`config.mk`:
```
export PLATFORM = sky130hd
export DESIGN_NAME = fb_mem_arbiter
export DESIGN_NICKNAME = d
export VERILOG_FILES = /design/src/rtl/fb_mem_arbiter.sv
export SDC_FILE = /design/constraint.sdc
export NUM_CORES = 1
export LEC_CHECK = 0
export BUFFER_PORTS_ARGS = -buffer_cell sky130_fd_sc_hd__buf_4
export CAP_MARGIN = 25
export CELL_PAD_IN_SITES_DETAIL_PLACEMENT = 0
export CELL_PAD_IN_SITES_GLOBAL_PLACEMENT = 2
export CORE_ASPECT_RATIO = 1.1
export CORE_MARGIN = 10
export CORE_UTILIZATION = 34
export CTS_CLUSTER_DIAMETER = 30
export DETAILED_ROUTE_END_ITERATION = 7
export GPL_TIMING_DRIVEN = 0
export PLACE_DENSITY = 0.89
export SYNTH_ARGS = -nofsm -noshare
export SYNTH_HDL_FRONTEND = slang
export SYNTH_SLANG_ARGS = --single-unit
```
`constraint.sdc`:
```
create_clock -name iCLK -period 7 [get_ports iCLK]
set_input_delay 1.05 -clock iCLK [delete_from_list [all_inputs] [get_ports iCLK]]
set_output_delay 1.05 -clock iCLK [all_outputs]
set_load 0.02 [all_outputs]
```
`src/rtl/fb_mem_arbiter.sv`:
```
// Framebuffer memory port arbiter: display scanout bursts interleaved
// with single host writes, scanout filling a line buffer.
module fb_mem_arbiter #(
    parameter int H_ACT  = 640,
    parameter int V_ACT  = 480,
    parameter int BURST  = 16,
    parameter int ADDR_W = 22,
    parameter int DATA_W = 16
) (
    input  logic              iCLK,
    input  logic              iRST,
    input  logic              iLine_Start,
    input  logic [9:0]        iLine_Y,
    output logic              oPix_Valid,
    output logic [9:0]        oPix_Index,
    output logic [DATA_W-1:0] oPix_Data,
    output logic              oLine_Done,
    output logic              oUnderrun,
    input  logic              iHost_Req,
    input  logic [ADDR_W-1:0] iHost_Addr,
    input  logic [DATA_W-1:0] iHost_Data,
    output logic              oHost_Ack,
    output logic [ADDR_W-1:0] oMem_Addr,
    output logic              oMem_Read,
    output logic              oMem_Write,
    output logic [DATA_W-1:0] oMem_WData,
    input  logic              iMem_Wait,
    input  logic              iMem_RValid,
    input  logic [DATA_W-1:0] iMem_RData
);
    localparam int CW = $clog2(H_ACT + 1);
    localparam int BW = $clog2(BURST + 1);

    typedef enum logic [1:0] {IDLE, RD_CMD, RD_WAIT, WR} state_t;

    state_t            state;
    logic              active;
    logic              alt;
    logic [ADDR_W-1:0] base;
    logic [CW-1:0]     cc;
    logic [CW-1:0]     rc;
    logic [CW-1:0]     pend;
    logic [CW-1:0]     drop;
    logic [BW-1:0]     bc;

    logic          startOk;
    logic          rdAcc;
    logic          retIn;
    logic          fwd;
    logic          lastWord;
    logic          rdOk;
    logic [CW-1:0] rcNext;
    logic [CW-1:0] pendNext;

    assign startOk  = iLine_Start && (32'(iLine_Y) < V_ACT);
    assign rdAcc    = oMem_Read && !iMem_Wait;
    assign retIn    = iMem_RValid && (pend != '0);
    // returns owed to an aborted line are swallowed before forwarding resumes
    assign fwd      = retIn && (drop == '0) && active;
    assign lastWord = fwd && (rc == CW'(H_ACT - 1));
    assign rdOk     = active && (cc < CW'(H_ACT));
    assign rcNext   = fwd ? rc + 1'b1 : rc;

    assign oHost_Ack  = oMem_Write && !iMem_Wait;
    assign oPix_Valid = fwd;
    assign oPix_Index = fwd ? 10'(rc) : '0;
    assign oPix_Data  = fwd ? iMem_RData : '0;

    always_comb begin
        pendNext = pend;
        if (rdAcc) pendNext = pendNext + 1'b1;
        if (retIn) pendNext = pendNext - 1'b1;
    end

    always_ff @(posedge iCLK) begin
        if (iRST) begin
            state      <= IDLE;
            active     <= 1'b0;
            alt        <= 1'b0;
            base       <= '0;
            cc         <= '0;
            rc         <= '0;
            pend       <= '0;
            drop       <= '0;
            bc         <= '0;
            oMem_Addr  <= '0;
            oMem_Read  <= 1'b0;
            oMem_Write <= 1'b0;
            oMem_WData <= '0;
            oLine_Done <= 1'b0;
            oUnderrun  <= 1'b0;
        end else begin
            oLine_Done <= lastWord;
            oUnderrun  <= 1'b0;
            pend       <= pendNext;
            rc         <= rcNext;
            if (retIn && drop != '0) drop <= drop - 1'b1;
            if (lastWord) active <= 1'b0;

            unique case (state)
                IDLE: begin
                    if (rdOk && !(iHost_Req && alt)) begin
                        state     <= RD_CMD;
                        oMem_Read <= 1'b1;
                        oMem_Addr <= base + ADDR_W'(cc);
                        bc        <= '0;
                    end else if (iHost_Req) begin
                        state      <= WR;
                        oMem_Write <= 1'b1;
                        oMem_Addr  <= iHost_Addr;
                        oMem_WData <= iHost_Data;
                        alt        <= 1'b0;
                    end
                end
                RD_CMD: begin
                    if (!iMem_Wait) begin
                        cc        <= cc + 1'b1;
                        bc        <= bc + 1'b1;
                        oMem_Addr <= base + ADDR_W'(cc + 1'b1);
                        if (bc == BW'(BURST - 1)) begin
                            state     <= RD_WAIT;
                            oMem_Read <= 1'b0;
                            alt       <= 1'b1;
                        end
                    end
                end
                RD_WAIT: begin
                    if (rcNext == cc) state <= IDLE;
                end
                WR: begin
                    if (!iMem_Wait) begin
                        state      <= IDLE;
                        oMem_Write <= 1'b0;
                    end
                end
            endcase

            // a new line overrides everything except a write already on the bus
            if (startOk) begin
                base      <= ADDR_W'(iLine_Y) * ADDR_W'(H_ACT);
                active    <= 1'b1;
                cc        <= '0;
                rc        <= '0;
                drop      <= pendNext;
                oUnderrun <= active && !lastWord;
                if (state != WR) begin
                    state      <= IDLE;
                    oMem_Read  <= 1'b0;
                    oMem_Write <= 1'b0;
                end
            end
        end
    end
endmodule

```
# Word-level counts from Yosys, hierarchy flattened
# Cells that the tools add are included.
dict set report word_totals {
  reg_bits 104
  input_bits 70
  out_inout_bits 70
}
dict set report classes {
  n_addsub 9
  mul 1
  order_cmp 2
  eq_ne 13
  n_mux 42
  bitwise 3
  reduce_logical 29
}
# op count
set op_table {}
lappend op_table {{22-bit two-way mux} 3}
lappend op_table {{10-bit two-way mux} 6}
lappend op_table {{22-bit case mux with 2 select lines} 1}
lappend op_table {{10-bit by 1-bit adder with 10-bit output, second input constant} 3}
lappend op_table {{20-bit by 10-bit adder with 21-bit output} 1}
lappend op_table {{20-bit by 11-bit adder with 21-bit output} 1}
lappend op_table {{10-bit nonzero test} 2}
lappend op_table {{10-bit by 1-bit subtractor with 10-bit output, second input constant} 2}
lappend op_table {{1-bit two-way mux} 16}
lappend op_table {{16-bit two-way mux} 1}
lappend op_table {{2-bit two-way mux} 8}
lappend op_table {{10-bit by 3-bit multiplier with 13-bit output, second input constant} 1}
lappend op_table {{1-bit logical AND} 12}
lappend op_table {{2-bit != test, second input constant} 6}
lappend op_table {{10-bit by 1-bit adder with 11-bit output, second input constant} 1}
lappend op_table {{10-bit == test} 1}
lappend op_table {{10-bit == test, second input constant} 1}
lappend op_table {{10-bit zero test} 1}
lappend op_table {{10-bit less-than comparator, second input constant} 1}
lappend op_table {{10-bit by 9-bit less-than comparator with 1-bit output, second input constant} 1}
lappend op_table {{5-bit two-way mux} 2}
lappend op_table {{5-bit case mux with 2 select lines} 1}
lappend op_table {{3-bit AND reduction} 3}
lappend op_table {{2-bit case mux with 4 select lines} 1}
lappend op_table {{13 further kinds} 23}

# Longest topological paths before layout
# Gate-level depths: netlist of the first run.
dict set report depth {
  ltp_word 10
  mapped_depth 16
  depth_no_buf 14
}

# Worst setup path before layout of the first run
# OpenSTA, ideal clock, no wires.
dict set report synth_timing {
  path_kind {in2reg}
  start {input port iMem_RValid}
  end {register state[1]}
  arrival_ps 3578
  setup_slack_ps 3301
  cell_stages 14
  n_path_buf 2
  path_cell_list {and2_1 nand4_1 nor2_1 buf_2 clkbuf_1 ha_1 xnor2_1 o221ai_1 a211oi_1 o31a_1 nand4_1 nor4_2 and4b_1 o21ai_1}
}
dict set report synth_via {
  elab_chain_cells 9
}
# item line
set synth_rtl {}
lappend synth_rtl {{start, declared} 28} ;# input logic iMem_RValid,
lappend synth_rtl {{1-bit logical AND *} 57} ;# assign retIn = iMem_RValid && (pend != '0);
lappend synth_rtl {{1-bit logical AND * (2 in a row)} 59} ;# assign fwd = retIn && (drop == '0) && active;
lappend synth_rtl {{via oPix_Valid} 14} ;# output logic oPix_Valid,
lappend synth_rtl {{10-bit two-way mux *} 62} ;# assign rcNext = fwd ? rc + 1'b1 : rc;
lappend synth_rtl {{via rcNext[0]} 52} ;# logic [CW-1:0] rcNext;
lappend synth_rtl {{10-bit == test *} 128} ;# if (rcNext == cc) state <= IDLE;
lappend synth_rtl {{2-bit two-way mux *} 128}
lappend synth_rtl {{2-bit case mux with 4 select lines *} 100} ;# unique case (state)
lappend synth_rtl {{2-bit two-way mux} 146} ;# if (state != WR) begin
lappend synth_rtl {{2-bit two-way mux *} 139} ;# if (startOk) begin
lappend synth_rtl {{end signal, assigned} 103} ;# state <= RD_CMD;
lappend synth_rtl {{end signal, assigned} 128}
lappend synth_rtl {{end signal, assigned} 147} ;# state <= IDLE;
lappend synth_rtl {{end, declared} 36} ;# state_t state;
# Mark *: on every way through the listed nets, which the timed path passes. The rest lies on a longest branch.
# A chain may end at the register's enable or synchronous reset.

# Worst setup path after layout of the first run
dict set report layout_timing {
  start {register drop[7]}
  end {register state[0]}
}
dict set report layout_via {
  elab_chain_cells 9
}
# item line
set layout_rtl {}
lappend layout_rtl {{start, declared} 43} ;# logic [CW-1:0] drop;
lappend layout_rtl {{start signal, assigned} 97} ;# if (retIn && drop != '0) drop <= drop - 1'b1;
lappend layout_rtl {{start signal, assigned} 144} ;# drop <= pendNext;
lappend layout_rtl {{10-bit zero test *} 59}
lappend layout_rtl {{1-bit logical AND * (2 in a row)} 59}
lappend layout_rtl {{10-bit two-way mux *} 62}
lappend layout_rtl {{via rcNext[0]} 52}
lappend layout_rtl {{10-bit == test *} 128}
lappend layout_rtl {{2-bit two-way mux *} 128}
lappend layout_rtl {{2-bit case mux with 4 select lines *} 100}
lappend layout_rtl {{2-bit two-way mux} 146}
lappend layout_rtl {{2-bit two-way mux *} 139}
# Marks and branches as above.

==> results_dict.tcl, run 1 <==
set metrics [dict create \
    outcome "finished, final reports clean" \
    power_density_nw_per_um2 258 \
    die_y_um 165 \
    synth-edff-count 0 \
    synthArstFlopShare_pct 0 \
    drt-initial-drc-count 329 \
    ctsResizeCount 0 \
    setup_viol 0 \
    syn_inst 837 \
    drive_above_1_share_pct 17.5 \
    ctsHoldBuffers 0 \
    worstPathRequired_ps 7230 \
    worst_slew_margin_rel_pct 39.7 \
    p_sw_share_pct 37.3 \
    worstMarginPinSlew_ps 904 \
    drt-wirelength-per-cell_um 16.7 \
    cp.arrival_ps 4240 \
    totalWireLength_mm 20.7 \
    p_leak_nw 3.26 \
    worst_setup_path_end_kind "register" \
    start_util_pct 34.3 \
    vias_per_cell 5.05 \
    htree_levels 3 \
    critPathMaxFanout 11 \
    clkLatencyLatePin_ps 350 \
    core.rowCount 53 \
    firstDrtPassIters 5 \
    p_total_mw 2.10 \
    ys.flop_type "dfxtp_1" \
    pwr-share-clk_pct 25.0 \
    seq_area_frac_synth_pct 32.0 \
    final_area_sq_um 8150 \
    ir_drop_v 0.000125 \
    internal-power_mw 1.32 \
    netlist_area_sq_um 6510 \
    fin_crit_sh_pct 57.3 \
    antenna_found_initial 0 \
    pwr-share-seq_pct 35.9 \
    yosysUniqueCellTypes 68 \
    final_common_cell "buf_4" \
    die_width_um 152 \
    grt_max_degree 16 \
    fin_crit_ps 4010 \
    nets 1090 \
    hpwl_mm 16.4 \
    grt_pass1_wl_mm 32.5 \
    cts_tree "done" \
    area_growth_pct 25.2 \
    ys_ff_latch 104 \
    dieArea_sq_um 25100 \
    ys_warn_count 0 \
    avgSynthCellArea_sq_um 7.78 \
    grt_setup_unrepaired "false" \
    clk_pin_slew_worst_paths_ps 70 \
    instances_no_fill 1237 \
    start_kind "register" \
    coreArea_sq_um 19000 \
    max_freq_ghz 0.249 \
    grt_overflow 0 \
    postCtsSetupBuffers 0 \
    dp.cells 1221 \
    setup_tns_ps 0 \
    p_sw_mw 0.782 \
    cts_root_buffer "clkbuf_16" \
    hold_path.class "register to register" \
    finalHoldViolations 0 \
    num_io_pins 140 \
    drv_slew 0 \
    grtUsageTotal_pct 15.9 \
    placed_cell_area_sq_um 7850 \
    port_buffers 137 \
    clockBufferDepth 2 \
    place_congestion 0.840 \
    cts.sinks 104 \
    cts_inserted_buffers 9 \
    num_antenna_cells 0 \
    grt_pass1_vias 5879 \
    combinationalPowerShare_pct 39.1 \
    vias 6244 \
    cap_violations 0 \
    drc 0 \
    path_class "register to register" \
    postRouteAntennaNets 0 \
    layout_common_cells "buf_4, nand2_1, dfxtp_1" \
    syn_nets 942 \
    finalClockSkew_ps 8.29 \
]
-- routing by layer --
layer,vias up,global-route usage (%),part of all wire [%]
met5,-,0,0
met4,0,4.86,1.5
met2,117,27.0,50
met1,2915,20.6,46
li1,3191,-,-
met3,21,2.02,2.8
-- cell families after synthesis --
group | Yosys count | share of synthesized area [%]
xor gates and xnor gates | 72 | 10.0
AOI/OAI and AO/OA | 171 | 16.4
adders and majority gates | 35 | 6.96
and+or+nand+nor | 373 | 28.8
buffers and inverters | 75 | 4.71
DFF | 104 | 32.0
muxes | 7 | 1.08
-- area by class of cell --
cell class | count | area (sq um)
Inverter | 19 | 71.3
Sequential cell | 104 | 2080
Clock inverter | 3 | 40.0
Timing Repair Buffer | 137 | 1030
Clock buffer | 13 | 260
Tap cell | 247 | 309
Fill cell | 2056 | 10800
Buffer | 56 | 235
Multi-Input combinational cell | 658 | 4120
-- synth_stat cells, types with 5 or more instances --
cell	count	area, sq um
nand2b_1	9	56.3
buf_1	6	22.5
a21o_1	6	45.0
inv_1	19	71.3
nand4_1	18	113
nor3_1	22	110
a21oi_1	72	360
nor2b_1	15	93.8
nand3_1	21	105
xor2_1	31	272
xnor2_1	39	342
a31oi_1	5	31.3
clkbuf_1	45	169
mux2i_1	7	70.1
and3_1	12	75.1
o211ai_1	9	67.6
o21ai_0	20	100
a211oi_1	32	240
and2_1	32	200
nor2_1	88	330
ha_1	33	413
dfxtp_1	104	2080
nand3b_1	9	67.6
or3_1	5	31.3
nand2_1	115	432
-- metrics by stage --
stage / setup WS, ps / hold slack [ps] / utilization, %
after floorplan: 3300 / 432 / -
final: 2990 / 455 / 43.0
after CTS: 3010 / 456 / 43.0
after global placement: 2700 / 443 / 41.4
after detailed placement: 2700 / 447 / 41.4
after global routing: 2520 / 475 / 43.0
-- worst max-delay path, cell delays in order, from the launching register on --
cell and delay (ps):
dfxtp_1 350, nor3_1 530, nand4_1 390, nor2_1 210
buf_2 250, clkbuf_1 340, ha_1 350, xnor2_1 140
o221ai_1 130, a211oi_1 230, o31a_1 170, nand4_1 120
nor4_2 380, and3_1 240, o31ai_2 60
-- flip-flops by register name, summed over array words and instances, names as in the netlist, 5 cells and up --
register    count
oMem_WData     16
rc             10
pend           10
drop           10
oMem_Addr      22
cc             10
base           13
bc              5
-- power groups by stage --
stage	clock (mW)	sequential, mW	combinational (mW)
2_1_floorplan	0	0.786	0.546
3_3_place_gp	0	0.764	0.819
3_5_place_dp	0	0.765	0.821
4_1_cts	0.540	0.752	0.826
5_1_grt	0.566	0.766	0.916
6_report	0.525	0.753	0.820
-- worst paths after layout --
path                                             startpoint                     endpoint  slack (ps)  cells after the start
worst max-delay path                   drop[7]$_SDFFE_PP0P_          state[0]$_SDFF_PP0_        2990                     14
worst min register to register  oMem_WData[15]$_SDFFE_PP0P_  oMem_WData[15]$_SDFFE_PP0P_         450                      2
worst max register to register         drop[7]$_SDFFE_PP0P_          state[0]$_SDFF_PP0_        2990                     14
worst min-delay path            oMem_WData[15]$_SDFFE_PP0P_  oMem_WData[15]$_SDFFE_PP0P_         450                      2
(Power assumes the default switching activity.)
==> run 2: changes to the inputs <==
- CORE_UTILIZATION: 34 -> 31
- PLACE_DENSITY: 0.89 -> 0.83
- clock period: 7 -> 3.9 ns (I/O delays scaled with it)
==> run 2 against run 1 <==
Net effect: clock skew fell by 0.80 ps; first-iteration DRC count fell by 15%; cell count rose by 0.81%; register-to-register slack got worse by 2700 ps.
==> results_dict.tcl, run 2 (same netlist as run 1, synthesis figures left out) <==
set metrics [dict create \
    postRouteAntennaNets 0 \
    drt-wirelength-per-cell_um 17.2 \
    setup_viol 0 \
    vias 6278 \
    htree_levels 3 \
    place_ws_ps -236 \
    cp_top_family "simple AND/OR/NAND/NOR gates" \
    hpwl_mm 16.9 \
    grt_setup_unrepaired "false" \
    grt_pass1_vias 5986 \
    drive_above_1_share_pct 17.9 \
    final_area_sq_um 8160 \
    final_common_cell "buf_4" \
    cts_inserted_buffers 9 \
    worst_slew_margin_rel_pct 38.6 \
    die_y_um 172 \
    p_total_mw 3.75 \
    core.rowCount 55 \
    dieArea_sq_um 27200 \
    p_leak_nw 3.26 \
    cap_violations 0 \
    grt_overflow 0 \
    power_density_nw_per_um2 460 \
    fin_crit_sh_pct 92.9 \
    vias_per_cell 5.03 \
    fillerInstances 2223 \
    drc 0 \
    path_class "register to register" \
    die_width_um 158 \
    num_antenna_cells 0 \
    place_congestion 0.843 \
    cpMostUsedCell "ha_1" \
    largest_register_ffs 22 \
    coreArea_sq_um 20600 \
    grt_pass1_wl_mm 33.2 \
    clk_pin_slew_worst_paths_ps 70 \
    grtUsageTotal_pct 15.4 \
    outcome "finished, final reports clean" \
    port_buffers 137 \
    nets 1091 \
    start_kind "register" \
    largestRegisters "oMem_Addr (22), oMem_WData (16), base (13)" \
    fin_crit_ps 3620 \
    finalClockSkew_ps 7.49 \
    hold_path.class "register to register" \
    max_freq_ghz 0.276 \
    worst_setup_path_end_kind "register" \
    start_util_pct 31.5 \
    worstMarginPinSlew_ps 920 \
    cts_tree "done" \
    antenna_found_initial 0 \
    clockBufferDepth 2 \
    drv_slew 0 \
    fin_ws_ps 276 \
    critPathMaxFanout 20 \
    area_growth_pct 25.4 \
    finalHoldViolations 0 \
    ir_drop_v 0.000194 \
    regMostFlops "oMem_Addr" \
    placed_cell_area_sq_um 7860 \
    cp_slowest_cell "or4b_4" \
    totalWireLength_mm 21.5 \
    cts_root_buffer "clkbuf_16" \
    drt-initial-drc-count 279 \
    worstPathRequired_ps 4130 \
    ctsHoldBuffers 0 \
    crit_buf_inv 2 \
    cp_slowest_stage_delay_ps 490 \
    layout_common_cells "buf_4, nand2_1, dfxtp_1" \
    crit_path_cell_trace "inv_1, ha_1, or4b_4, nor4_4, nor2_1, buf_4, ha_1, xnor2_1, o221ai_1, a211oi_1, o31a_1, nand4_1, nor4_2, and3_1, o31ai_2" \
    num_io_pins 140 \
    firstDrtPassIters 5 \
    cp.arrival_ps 3850 \
    cts.sinks 104 \
    grt_max_degree 21 \
    clkLatencyLatePin_ps 360 \
]
-- run 2: final timing paths --
kind                      start             endpoint  slack [ps]  depth (start not counted)
min          bc[4]$_SDFFE_PP0P_   bc[4]$_SDFFE_PP0P_         450                          2
max          pend[0]$_SDFF_PP0_  state[0]$_SDFF_PP0_         280                         15
min reg2reg  bc[4]$_SDFFE_PP0P_   bc[4]$_SDFFE_PP0P_         450                          2
max reg2reg  pend[0]$_SDFF_PP0_  state[0]$_SDFF_PP0_         280                         15
-- run 2: stage by stage --
stage	std cells	utilization [%]	hold WS, ps	setup TNS (ps)
final	1247	39.5	455	0
after global routing	1247	39.5	463	0
after CTS	1245	39.5	447	0
after detailed placement	1230	38.1	446	-453
after global placement	1230	38.1	442	-367
after floorplan	837	-	432	0
-- run 2: final cells by class --
cell class	instances	area (sq um)	share of cell area (%)
inverter	19	71.3	0.874
timing repair buffer	139	1040	12.8
tap	256	320	3.92
buffer	55	234	2.87
clock buffer	12	256	3.14
sequential	104	2080	25.5
multi-input combinational	658	4130	50.6
clock inverter	4	28.8	0.353
-- run 2: metal layers --
| metal | track usage [%] | part of all wire (%) |
|---|---|---|
| met1 | 20.2 | 46 |
| met2 | 25.7 | 49 |
| met3 | 1.84 | 3.6 |
| met4 | 4.96 | 1.4 |
| met5 | 0 | 0 |
-- run 2: worst register-to-register path, cell delays in order, from the launching register on --
cell and delay [ps]:
dfxtp_1 350, inv_1 70, ha_1 130, or4b_4 490, nor4_4 320, nor2_1 110
buf_4 210, ha_1 360, xnor2_1 150, o221ai_1 120, a211oi_1 260, o31a_1 180
nand4_1 130, nor4_2 310, and3_1 240, o31ai_2 70
-- run 2: timing repair --
action,CTS,global route
endpoints found under the setup margin,2,2
resized for setup,1,2
buffers inserted,0,2
pin swaps,1,3
-- run 2: where the power goes --
| group | internal (mW) | switching, mW |
|---|---|---|
| clock network | 0.469 | 0.429 |
| logic | 0.633 | 0.871 |
| registers | 1.21 | 0.136 |
